==> src/rtl/bsg_link_core_arbiter.sv <==
// Round-robin, packet-locking arbiter sharing one link core-side transmit port among requesters.
// Define BSG_LINK_ARB_PERF_CNT_EN to add per-requester saturating flit counters (perf_flits_o).
module bsg_link_core_arbiter #(
    parameter int unsigned num_req_p   = 4,
    parameter int unsigned width_p     = 64,
    parameter int unsigned len_width_p = 4,
    localparam int unsigned lg_num_req_lp = $clog2(num_req_p)
) (
    input  logic                           core_clk_i,
    input  logic                           core_reset_n_i,
    input  logic [num_req_p*width_p-1:0]   req_data_i,
    input  logic [num_req_p-1:0]           req_valid_i,
    output logic [num_req_p-1:0]           req_ready_o,
    output logic [width_p-1:0]             link_data_o,
    output logic                           link_valid_o,
    input  logic                           link_ready_i,
    output logic [lg_num_req_lp-1:0]       grant_o,
    output logic                           busy_o
`ifdef BSG_LINK_ARB_PERF_CNT_EN
    ,
    output logic [num_req_p*32-1:0]        perf_flits_o
`endif
);

    typedef enum logic [0:0] {StIdle, StBody} state_e;

    localparam logic [lg_num_req_lp:0] NumReq = (lg_num_req_lp + 1)'(num_req_p);

    // (base + off) mod num_req_p; both operands are already below num_req_p.
    function automatic logic [lg_num_req_lp-1:0] wrap_add(
        input logic [lg_num_req_lp-1:0] base,
        input logic [lg_num_req_lp-1:0] off
    );
        logic [lg_num_req_lp:0] sum;
        sum = {1'b0, base} + {1'b0, off};
        if (sum >= NumReq) begin
            sum = sum - NumReq;
        end
        return sum[lg_num_req_lp-1:0];
    endfunction

    state_e                   state_q, state_d;
    logic [lg_num_req_lp-1:0] rr_ptr_q, rr_ptr_d;
    logic [lg_num_req_lp-1:0] grant_q, grant_d;
    logic [len_width_p-1:0]   cnt_q, cnt_d;

    logic [width_p-1:0]       req_flit [num_req_p];
    logic [lg_num_req_lp-1:0] idle_grant;
    logic [lg_num_req_lp-1:0] cand;
    logic                     idle_found;
    logic [lg_num_req_lp-1:0] grant;
    logic [num_req_p-1:0]     grant_oh;
    logic [width_p-1:0]       sel_flit;
    logic [width_p-1:0]       hdr_flit;
    logic [len_width_p-1:0]   hdr_len;
    logic                     xfer;

    for (genvar i = 0; i < num_req_p; i++) begin : g_flit
        assign req_flit[i] = req_data_i[i*width_p +: width_p];
    end

    // First valid requester at or after rr_ptr, wrapping; rr_ptr itself when nobody is valid.
    always_comb begin
        idle_found = 1'b0;
        idle_grant = rr_ptr_q;
        cand       = '0;
        for (int unsigned k = 0; k < num_req_p; k++) begin
            cand = wrap_add(rr_ptr_q, lg_num_req_lp'(k));
            if (!idle_found && req_valid_i[cand]) begin
                idle_found = 1'b1;
                idle_grant = cand;
            end
        end
    end

    assign grant    = (state_q == StBody) ? grant_q : idle_grant;
    assign grant_oh = num_req_p'(1) << grant;
    assign sel_flit = req_flit[grant];
    assign hdr_len  = sel_flit[len_width_p-1:0];

    always_comb begin
        hdr_flit = sel_flit;
        hdr_flit[width_p-1 -: lg_num_req_lp] = grant;
    end

    // Outputs are forced quiet while reset is asserted, even before the first reset edge.
    assign link_data_o  = (state_q == StIdle) ? hdr_flit : sel_flit;
    assign link_valid_o = core_reset_n_i ? req_valid_i[grant] : 1'b0;
    assign req_ready_o  = (core_reset_n_i && link_ready_i) ? grant_oh : '0;
    assign grant_o      = core_reset_n_i ? grant : '0;
    assign busy_o       = core_reset_n_i ? (state_q == StBody) : 1'b0;
    assign xfer         = link_valid_o & link_ready_i;

    always_comb begin
        state_d  = state_q;
        rr_ptr_d = rr_ptr_q;
        grant_d  = grant_q;
        cnt_d    = cnt_q;
        unique case (state_q)
            StIdle: begin
                if (xfer) begin
                    if (hdr_len == '0) begin
                        rr_ptr_d = wrap_add(grant, lg_num_req_lp'(1));
                    end else begin
                        grant_d = grant;
                        cnt_d   = hdr_len;
                        state_d = StBody;
                    end
                end
            end
            StBody: begin
                if (xfer) begin
                    cnt_d = cnt_q - len_width_p'(1);
                    if (cnt_q == len_width_p'(1)) begin
                        state_d  = StIdle;
                        rr_ptr_d = wrap_add(grant_q, lg_num_req_lp'(1));
                    end
                end
            end
            default: state_d = StIdle;
        endcase
    end

    always_ff @(posedge core_clk_i) begin
        if (!core_reset_n_i) begin
            state_q  <= StIdle;
            rr_ptr_q <= '0;
            grant_q  <= '0;
            cnt_q    <= '0;
        end else begin
            state_q  <= state_d;
            rr_ptr_q <= rr_ptr_d;
            grant_q  <= grant_d;
            cnt_q    <= cnt_d;
        end
    end

`ifdef BSG_LINK_ARB_PERF_CNT_EN
    logic [num_req_p-1:0] xfer_oh;
    assign xfer_oh = xfer ? grant_oh : '0;

    for (genvar i = 0; i < num_req_p; i++) begin : g_perf
        logic [31:0] flits_q;
        always_ff @(posedge core_clk_i) begin
            if (!core_reset_n_i) begin
                flits_q <= '0;
            end else if (xfer_oh[i] && (flits_q != 32'hFFFF_FFFF)) begin
                flits_q <= flits_q + 32'd1;
            end
        end
        assign perf_flits_o[i*32 +: 32] = flits_q;
    end
`endif

endmodule
==> config.mk <==
export PLATFORM = sky130hd
export DESIGN_NAME = bsg_link_core_arbiter
export DESIGN_NICKNAME = d
export VERILOG_FILES = /design/src/rtl/bsg_link_core_arbiter.sv
export SDC_FILE = /design/constraint.sdc
export NUM_CORES = 1
export LEC_CHECK = 0
export CORE_AREA = 2 2 131 133
export CTS_CLUSTER_DIAMETER = 150
export DETAILED_ROUTE_END_ITERATION = 16
export DIE_AREA = 0 0 133 135
export REMOVE_ABC_BUFFERS = 1
export SLEW_MARGIN = 20
export SYNTH_ARGS = -nofsm -noshare
export SYNTH_HDL_FRONTEND = slang
export SYNTH_SLANG_ARGS = --single-unit
export TNS_END_PERCENT = 20
==> constraint.sdc <==
create_clock -name core_clk_i -period 4.5 [get_ports core_clk_i]
set_input_delay 0.45 -clock core_clk_i [delete_from_list [all_inputs] [get_ports core_clk_i]]
set_output_delay 0.45 -clock core_clk_i [all_outputs]
set_load 0.005 [all_outputs]
==> key figures <==
GRT
  • GRT overflow: 0
  • Vias in the first global route: about 4.7k
  • Pin count of the biggest net entering global routing: 122
  • Initial antenna violation count: 2
  • First-pass GRT wire length: 25100 microns
  • Tot GR Track Use: 17.0%

Floorplanning
  • Die H: 135 microns
  • Die width: 133 microns
  • DIE AREA: between 15000 and 20000 sq um
  • # IOs: between 300 and 400
  • Core ar.: 16400 sq um
  • Starting Density: 18.0%
  • Std cell rows: 47

Logic synthesis
  • Async set or reset register ratio after synthesis: 0%
  • Library cells used by synthesis: 48
  • Top cell type's share of synthesized area: 31.5%
  • Most common flop cell mapped by yosys: dfxtp_1
  • Cell area after synthesis: 2960 sq um
  • Syn. warnings: 0
  • Register bit total from synthesis: 9
  • Synth area leader: nand2_1
  • Synthesized area per cell: 5.57 sq um
  • Post-synth EDFFs: 0
  • Largest cells by area after synthesis: nand2_1, and3_1, a31oi_1
  • Post-Synthesis Cells: roughly 530
  • Most instantiated library cell after synthesis: nand2_1
  • Commonest cells post-synth: nand2_1, and3_1, a31oi_1
  • Sequential fraction of the synthesis area: about 6.1%

Min path
  • Worst Hold Class: register to register

Power and ir drop
  • Power Density: 185 nW/um^2
  • P_leak: 2.75 nW
  • Worst vdd ir: 0.124 mV

Setup path
  • Reg-to-reg startpoint: state_q$_SDFF_PN0_
  • CP max FO: 66
  • WP data arrival: 3.55 ns
  • Delay-heaviest family, CP: buffers and inverters
  • FF-to-FF End: cnt_q[2]$_SDFFE_PN0P_
  • Worst reg2reg setup slack: 1.33 ns
  • Startpoint Class: primary input
  • Critical Path RT: 4.05 ns
  • Instance count on the critical path: 11
  • CP cell instances: clkdlybuf4s50_1 -> nor2b_1 -> nor3b_4 -> or2_1 -> nand2_4 -> nand2_4 -> inv_4 -> buf_12 -> mux4_2 -> a22o_1 -> clkdlybuf4s50_1
  • Slowest CP cell: clkdlybuf4s50_1
  • Launch point of the worst path: req_valid_i[2]
  • Reg2Reg Depth: 10
  • Setup crit end: link_data_o[62]
  • CP Capture Type: primary output
  • Crit path largest cell delay: between 0.5 and 0.6 ns
  • Critical path class: primary input to primary output
  • Buf+Inv Stages, Crit Path: 4

STA
  • Worst Tran Pin Value: 0.759 ns
  • Setup violators final: 0
  • Tcrit/Tclk final: 88.9%
  • Final Hold Fails: 0
  • Max-slew headroom: ~49%
  • Fmax: 250 MHz
  • RSZ-0062 raised after global routing: false
  • Setup_tns: 0 ns
  • Worst hold slack: 0.478 ns
  • Clock skew: ~0.00057 ns
  • Tmin final: 4.00 ns
  • Slew Limit Fails: 0

Finish
  • Fill count: 1707
  • Share of layout cells above drive strength 1: 3.97%
  • Area delta synth->final: 123%
  • Final net count: about 1.1k

Clock network
  • Clk_lat worst skew: 0.23 ns
  • Post-CTS Repair Setup Buffers: 0
  • Maximum root-to-sink buffer count: 2
  • CTS Sinks: 9
  • CTS tree: built
  • PostCTS Resize Cnt: 0
  • Clock Pin Slew Worst Setup and Hold Paths: 0.04 ns
  • CTS buffer count: 3
  • CTS Root Cell: clkbuf_16
  • H-tree levels: 1
  • CTS Hold Bufs: 0

Placement
  • Post-DP HPWL: 12500 microns
  • I/O Buffers: 334
  • GPL Wtd Cong: 0.853

Run
  • Maxcap violations: 0

Route
  • Detailed Routing Iterations Pass 1: 4
  • Vias: 4810
  • First DRT Iteration DRCs: 219
  • Antenna Nets Post-Route: 0
  • Via-to-Cell Ratio: 4.56
  • Wire per inst: roughly 16 microns
  • Total wire length: 16400 microns
  • DRC errors left: 0

Outcome
  • Outcome: completed
-- state kept, by name, indices dropped and copies added (netlist names) --
name	cells
cnt_q	4
grant_q	2
state_q	1
rr_ptr_q	2
-- cell families after synthesis --
group,Yosys count,synth area share [%]
muxes,5,2.12
DFF,9,6.09
and+or+nand+nor,353,54.3
adders and majority gates,6,2.54
buffers and inverters,55,7.70
AOI/OAI and AO/OA,103,27.3
-- cell type report --
type                       instances  area, sq um  area share, %
inverter                           7         28.8          0.437
antenna                            2         5.00         0.0760
clock inverter                     1         5.00         0.0760
clock buffer                       3         75.1           1.14
multi-input combinational        467         2550           38.7
tap                              220          275           4.18
timing repair buffer             345         3460           52.6
sequential                         9          180           2.74
-- worst register-to-register path, delay by kind of cell (launching register included) --
family	cells	cell delay [ns]
compound gates	6	1.06
buf+inv	2	0.68
flops	1	0.80
simple gates	2	0.52
-- how the worst min path moves through the flow --
| stage | from | to | slack (ns) | depth (start not counted) |
|---|---|---|---|---|
| 6_report | grant_q[1]$_SDFFE_PN0P_ | grant_q[1]$_SDFFE_PN0P_ | 0.48 | 2 |
| 5_1_grt | cnt_q[3]$_SDFFE_PN0P_ | cnt_q[3]$_SDFFE_PN0P_ | 0.51 | 2 |
| 4_1_cts | cnt_q[3]$_SDFFE_PN0P_ | cnt_q[3]$_SDFFE_PN0P_ | 0.48 | 2 |
| 3_5_place_dp | cnt_q[3]$_SDFFE_PN0P_ | cnt_q[3]$_SDFFE_PN0P_ | 0.47 | 2 |
| 3_3_place_gp | cnt_q[3]$_SDFFE_PN0P_ | cnt_q[3]$_SDFFE_PN0P_ | 0.48 | 2 |
| 2_1_floorplan | grant_q[1]$_SDFFE_PN0P_ | grant_q[1]$_SDFFE_PN0P_ | 0.44 | 2 |
-- cells in the final DEF, fill, tap and decap left out, types with 2 or more instances in the layout --
cell	n
nand2_1	248
clkdlybuf4s50_1	334
nor2_1	8
mux2i_1	4
inv_1	5
o211a_1	7
a2111oi_0	2
buf_12	3
a2111oi_4	2
ha_1	6
nor3_1	3
and3_1	74
a21oi_1	6
nor2b_1	6
nand2_4	2
diode_2	2
a2111oi_2	2
clkbuf_16	3
o211ai_1	2
buf_4	8
nand3_1	2
a211o_1	2
o21ai_0	4
dfxtp_1	9
a31oi_1	62
a31oi_2	3
-- layer usage --
layer / track usage (%) / wire [microns] / vias up
met1: 21.4 / 6660 / 2128
li1: - / - / 2455
met2: 30.1 / 8120 / 217
met5: 0 / 0 / -
met4: 2.09 / 121 / 0
met3: 4.58 / 1490 / 10
-- power by group --
group,internal [mW],leakage (nW),switching [mW]
clock,0.117,0.0409,0.0395
combinational,0.567,2.63,0.393
sequential,0.0885,0.0735,0.0161
-- stage by stage --
step	area, sq um	utilization (%)	cells	setup WS [ns]	total power [mW]
2_1_floorplan	2760	-	483	0.0318	0.481
3_3_place_gp	6500	39.6	1048	0.534	1.07
3_5_place_dp	6500	39.6	1048	0.494	1.07
4_1_cts	6580	40.1	1052	0.476	1.24
5_1_grt	6580	40.1	1052	0.310	1.32
6_report	6580	40.1	1054	0.499	1.22
(Power assumes the default switching activity.)
